### config.mk
export PLATFORM = sky130hd
export DESIGN_NAME = word_serializer
export DESIGN_NICKNAME = d
export VERILOG_FILES = /design/src/rtl/word_serializer_pkg.sv /design/src/rtl/word_serializer_mux.sv /design/src/rtl/word_serializer.sv
export SDC_FILE = /design/constraint.sdc
export NUM_CORES = 1
export LEC_CHECK = 0
export CORE_UTILIZATION = 45
export DETAILED_ROUTE_END_ITERATION = 10
export PLACE_DENSITY = 0.69
export SYNTH_ARGS = -nofsm -noshare
export SYNTH_HDL_FRONTEND = slang
export SYNTH_SLANG_ARGS = --single-unit
### constraint.sdc
create_clock -name clk -period 3.7 [get_ports clk]
set_input_delay 0.37 -clock clk [delete_from_list [all_inputs] [get_ports clk]]
set_output_delay 0.37 -clock clk [all_outputs]
set_load 0.02 [all_outputs]
### src/rtl/word_serializer_pkg.sv
// word_serializer_pkg: shared widths and FSM encoding for the word serializer.
package word_serializer_pkg;
    localparam int WORD_W = 32;
    localparam int IDX_W = 5;
    typedef enum logic {IDLE = 1'b0, SHIFT = 1'b1} state_t;
endpackage

### src/rtl/word_serializer_mux.sv
// mux_32to1: selects one bit of a 32-bit word by a 5-bit index.
module mux_32to1
    import word_serializer_pkg::*;
(
    input  logic [WORD_W-1:0] in,
    input  logic [IDX_W-1:0]  switch,
    output logic              out
);
    assign out = in[switch];
endmodule

### src/rtl/word_serializer.sv
// word_serializer: streams a 32-bit word out one bit per accepted beat,
// reloading on the final beat so back-to-back words leave no bubble.
module word_serializer
    import word_serializer_pkg::*;
#(
    parameter bit MSB_FIRST = 1'b0
) (
    input  logic              clk,
    input  logic              rst_n,
    input  logic              load_valid,
    output logic              load_ready,
    input  logic [WORD_W-1:0] load_data,
    output logic              ser_bit,
    output logic              ser_valid,
    input  logic              ser_ready,
    output logic              ser_last,
    output logic              busy
);
    localparam logic [IDX_W-1:0] FIRST_IDX = MSB_FIRST ? IDX_W'(WORD_W - 1) : '0;
    localparam logic [IDX_W-1:0] LAST_IDX  = MSB_FIRST ? '0 : IDX_W'(WORD_W - 1);

    state_t             state;
    logic [WORD_W-1:0]  word;
    logic [IDX_W-1:0]   idx;
    logic               mux_out;

    mux_32to1 u_mux (
        .in     (word),
        .switch (idx),
        .out    (mux_out)
    );

    assign ser_valid  = state == SHIFT;
    assign busy       = ser_valid;
    assign ser_last   = ser_valid && idx == LAST_IDX;
    assign ser_bit    = ser_valid && mux_out;
    assign load_ready = !ser_valid || (ser_last && ser_ready);

    // A load on the final beat takes priority over returning to IDLE.
    always_ff @(posedge clk or negedge rst_n) begin
        if (!rst_n) begin
            state <= IDLE;
            word  <= '0;
            idx   <= '0;
        end else if (load_valid && load_ready) begin
            state <= SHIFT;
            word  <= load_data;
            idx   <= FIRST_IDX;
        end else if (ser_valid && ser_ready) begin
            if (ser_last)
                state <= IDLE;
            else
                idx <= MSB_FIRST ? idx - 5'd1 : idx + 5'd1;
        end
    end
endmodule

======== After elaboration in Yosys (flattened, before gate mapping) ========
Index checks and enable logic that the tools add are counted.
W data, S select, Z words.
operators by class
  reductions and logical operators ........ 11
  multiplexer cells ....................... 8
  add/sub/neg operators ................... 1
  equal/unequal tests ..................... 2
  order comparisons ....................... 1
operators with widths
  cell                   number
  $mux W5                3
  $lt A5 B6 Y1 const B   1
  $add A5 B1 Y5 const B  1
  $bmux W1 S5            1
  $eq A5 B5 Y1 const B   1
  $logic_and A1 B1 Y1    5
  $mux W1                4
  $reduce_and A2 Y1      2
  $reduce_bool A2 Y1     2
  $ne A2 B1 Y1 const B   1
  $logic_not A1 Y1       1
  $logic_or A1 B1 Y1     1
storage, ports and cells
  flip-flop bits (word level) ............. 38
  input bits .............................. 36
  logic and storage cells ................. 26
  output and inout bits ................... 5

======== Logic depth before layout (Yosys ltp) ========
  depth in word-level cells ............... 7
  mapped depth ............................ 8
  mapped depth without buffers ............ 7

======== By module ========
Synthesis repeated with hierarchy kept, for this count alone.
second synthesis, totals
  cell total of the unflattened synthesis .. 146
  area, all modules ....................... 2057.0 um2
modules (own cells, without submodules)
  module           area each (um2)  cells an instance  seq. area each (um2)  instances
  word_serializer  1731.7           105                950.9                 1
  mux_32to1        325.3            41                 0.0                   1

======== Worst setup path before layout ========
Ideal clock, no wire load.
  kind .................................... register -> register
  from .................................... register idx[0]
  to ...................................... register word[0]
  setup time .............................. 125 ps
  arrival ................................. 2054 ps
  clock period less this slack ............ 2178 ps
  path buffers ............................ 1
  stages on the path, launching flop included .. 9
  data required time ...................... 3575 ps
  setup slack ............................. 1522 ps
  path through ............................ dfrtp_1 > ha_1 > and3_1 > ha_1 > nand2_1 > nand2_1 > nand2_1 > buf_2 > mux2_2
between the ends
  cells in the longest elaborated chain, start to end .. 5
ends and longest elaborated chain
  element                   RTL line               RTL
  start: declaration        word_serializer.sv:24  logic [IDX_W-1:0] idx;
  start signal: assignment  word_serializer.sv:53  idx <= MSB_FIRST ? idx - 5'd1 : idx + 5'd1;
  $eq A5 B5 Y1              word_serializer.sv:35  assign ser_last = ser_valid && idx == LAST_IDX;
  $logic_and A1 B1 Y1       word_serializer.sv:35
  $logic_and A1 B1 Y1       word_serializer.sv:37  assign load_ready = !ser_valid || (ser_last && ser_ready);
  $logic_or A1 B1 Y1        word_serializer.sv:37
  net load_ready            word_serializer.sv:11  output logic load_ready,
  $logic_and A1 B1 Y1       word_serializer.sv:45  end else if (load_valid && load_ready) begin
  end signal: assignment    word_serializer.sv:47  word <= load_data;
  end: declaration          word_serializer.sv:23  logic [WORD_W-1:0] word;
The timed path passes the listed nets, and every way through them passes these cells.
A chain may end at the register's enable or synchronous reset.

======== Final worst setup path ========
  from .................................... register idx[0]
  to ...................................... output port ser_bit
between the ends
  cells in the longest elaborated chain, start to end .. 3
ends and longest elaborated chain
  element                        RTL line                  RTL
  $bmux W1 S5                    word_serializer_mux.sv:9  assign out = in[switch];
  $mux W1 (not written as such)  word_serializer_mux.sv:9
  $logic_and A1 B1 Y1            word_serializer.sv:36     assign ser_bit = ser_valid && mux_out;
  end: declaration               word_serializer.sv:13     output logic ser_bit,
Every way passes these cells. The select of a mux whose other input is x is not followed.

==> impl_metrics.py <==
metrics = {
    "synth": {
        "main_combinational_cell_family_by_area_after_synthesis": "multiplexers",
        "synthesis.instances": 129,
        "yosys_register_bits": 38,
        "post_synth_and_or_nand_nor_area_fraction_pct": 4.60,
        "synthXorXnorAreaFrac_pct": 0,
        "synth-compound-area-share_pct": 5.61,
        "synthArstFlopShare_pct": 100,
        "ys_seq_area_share_pct": 51.4,
        "synth_mux_area_share_pct": 33.5,
        "number_of_warning_messages_in_the_yosys_log": 0,
        "ys_types": 26,
        "number_of_enable_type_register_cells_in_the_synthesized_netlist": 0,
        "post_synth_instance_area_um2": 1850,
        "yosys.area_share.adder_pct": 1.35,
        "most_frequently_used_flop_master_after_synthesis": "sky130_fd_sc_hd__dfrtp_1",
        "syn_area_per_cell_um2": 14.3,
        "net_count_after_synthesis": 167,
    },
    "floorplan": {
        "row_count": 22,
        "floorplan.core_area_um2": 3800,
        "io-pin-count": 41,
        "die_h_um": 66.1,
        "die_w_um": 66.1,
        "design.die.area_um2": 4370,
        "start_util_pct": 48.7,
    },
    "clocking": {
        "clock-sinks": 38,
        "cts-root-buf": "sky130_fd_sc_hd__clkbuf_8",
        "cts_inserted_buffers": 5,
        "ctsHtreeMaxLevel": 2,
        "cts_tree": "done",
        "cts.hold.buffers_added": 0,
        "cts_resized": 0,
        "cts_buffer_depth": 2,
        "insertion_delay_ns": 0.29,
        "clkSlewWorstSetupHoldPaths_ns": 0.07,
        "post-cts-setup-buffer-count": 0,
    },
    "timing": {
        "finalClockSkew_ns": 0.00768,
        "period_needed_ns": 3.15,
        "timing_hold_violations_final": 0,
        "worstMarginPinSlew_ns": 0.853,
        "period_share_pct": 85.0,
        "slew_headroom_pct": 43.2,
        "final-setup-viol-count": 0,
        "final_count_of_pins_violating_max_slew": 0,
        "fin_setup_tns_ns": 0,
        "rsz_0062_raised_after_global_routing": "no",
        "fmax_ghz": 0.318,
    },
    "routing": {
        "drt.antenna.violating_nets": 0,
        "detail_route.first_pass.iterations": 4,
        "via_per_inst": 5.59,
        "wirelength_um": 3420,
        "remaining_drc_errors": 0,
        "drt_first_iter_violations": 89,
        "num_vias": 1212,
        "route.detailed.wl_per_inst_um": 15.8,
    },
    "status": {
        "outcome": "complete, no violations",
    },
    "setup_path": {
        "critPathLaunch": "idx[0]",
        "worst_ep_required_time_ns": 3.33,
        "maximum_fanout_count_along_the_critical_path": 14,
        "worstSetupPathType": "reg -> out",
        "timing.critical_path.arrival_ns": 2.78,
        "slowest_delay_ns": 0.71,
        "critical-path-slowest-cell": "sky130_fd_sc_hd__dfrtp_1",
        "worstSetupEndpointType": "primary output",
        "regToRegStartpoint": "idx[0]",
        "critical_path.cell_chain": "mux4_1 -> mux2_2 -> o31ai_1 -> a311oi_1 -> clkdlybuf4s50_1",
        "start_kind": "flip-flop",
    },
    "grt": {
        "globalRouteOverflowTotal": 0,
        "grt_start_max_net_pins": 39,
        "globalRouteTotalUtil_pct": 17.8,
        "grt_first_pass_wirelength_um": 5750,
        "first_global_vias": 1284,
        "grt_antenna_before_repair": 0,
    },
    "pwr": {
        "power-per-cell-area_nw_per_um2": 536,
        "power.share.switching_pct": 29.6,
        "clkPwrFrac_pct": 22.8,
        "intPower_w": 0.000885,
        "power.net_switching_w": 0.000372,
        "p_comb_share_pct": 30.3,
        "part_of_the_total_power_dissipated_in_sequential_elements_pct": 46.9,
        "p_leak_nw": 1.04,
        "design_power_total_w": 0.00126,
        "ir_drop_uv": 261,
    },
    "final_layout": {
        "finalCoreUtilization_pct": 61.8,
        "antenna-diode-count": 0,
        "area_growth_syn_to_layout_pct": 26.8,
        "final_net_count": 206,
        "layout-drive-gt1-share_pct": 27.8,
    },
    "job": {
        "cap_viol_max_count": 0,
    },
    "placed_design": {
        "io_buffers": 40,
        "place_hpwl_um": 2420,
        "finalWeightedCongestion": 0.766,
    },
    "hold_path": {
        "holdCritPathClass": "in -> async",
    },
}
==> worst paths after layout <==
path	depth (start not counted)	slack [ns]	end
worst max-delay path	5	0.55	ser_bit
worst min-delay path	1	0.19	word[10]
worst max register to register	8	1.14	word[30]
worst min register to register	1	0.50	word[25]
max in group asynchronous	1	2.97	word[19]
min in group clk	1	0.50	word[25]
==> layout make-up <==
cell class | instances | area, um^2
tap | 48 | 60.1
inverter | 2 | 7.51
multi-input combinational | 80 | 833
timing repair buffer | 41 | 403
sequential | 38 | 951
clock inverter | 1 | 5.00
clock buffer | 7 | 86.3
fill | 281 | 1450
==> layer usage <==
layer	wire [um]	vias to the layer above	global-route usage [%]
li1	-	560	-
met1	1500	617	21.3
met2	1740	29	29.6
met3	127	6	5.34
met4	54	0	7.98
met5	0	-	0
==> kinds of logic (layout without fill, tap and decap cells) <==
kind of cell,Yosys count,in the layout
muxes,46,46
DFF,38,38
and+or+nand+nor,17,17
AOI/OAI and AO/OA,15,15
buffers and inverters,11,51
adders and majority gates,2,2
==> Yosys cell counts, types with 2 or more instances <==
cell type                  count  area [um^2]
sky130_fd_sc_hd__buf_2         5         25.0
sky130_fd_sc_hd__o22ai_1       3         18.8
sky130_fd_sc_hd__inv_1         2         7.51
sky130_fd_sc_hd__nand2_1       6         22.5
sky130_fd_sc_hd__a22o_1        2         17.5
sky130_fd_sc_hd__ha_1          2         25.0
sky130_fd_sc_hd__dfrtp_1      38          951
sky130_fd_sc_hd__o21ai_0       5         25.0
sky130_fd_sc_hd__nor2_1        2         7.51
sky130_fd_sc_hd__nand3_1       2         10.0
sky130_fd_sc_hd__and2_1        2         12.5
sky130_fd_sc_hd__buf_6         2         22.5
sky130_fd_sc_hd__mux4_1        7          184
sky130_fd_sc_hd__nand2b_1      2         12.5
sky130_fd_sc_hd__mux2i_1       3         30.0
sky130_fd_sc_hd__mux2_2       36          405
==> metrics by stage <==
step	area [um^2]	hold WS (ns)	worst slack, ns	std cells
finish	2350	0.192	0.554	217
global placement	2250	0.481	0.922	209
CTS	2350	0.218	0.545	217
global route	2350	0.256	0.440	217
detailed placement	2250	0.489	0.855	209
floorplan	1850	0.0744	1.52	129
==> registers in the layout (all words and copies together), names as in the netlist <==
name  count
busy      1
word     32
idx       5
==> worst max-delay path: cells and delay by family, from the launching register on <==
family	cells	cell delay (ns)
multiplexers	2	0.93
flip-flops	1	0.71
AO/OA/AOI/OAI	2	0.31
buffers and inverters	1	0.55
==> power groups by stage <==
| stage | combinational [W] | sequential (W) | clock (W) |
|---|---|---|---|
| 3_5_place_dp | 0.000382 | 0.000598 | 0 |
| 6_report | 0.000381 | 0.000589 | 0.000287 |
| 3_3_place_gp | 0.000368 | 0.000594 | 0 |
| 2_1_floorplan | 0.000334 | 0.000530 | 0 |
| 4_1_cts | 0.000383 | 0.000589 | 0.000299 |
| 5_1_grt | 0.000418 | 0.000603 | 0.000319 |
==> cell usage in the layout, fill, tap and decap left out, drive strengths merged, types with 3 or more instances in the layout <==
cell,n
clkdlybuf4s50,39
dfrtp,38
mux2,36
mux4,7
clkbuf,7
nand2,6
o21ai,5
mux2i,3
o22ai,3
a22o,3
No activity file was read; power rests on OpenSTA's default activity.
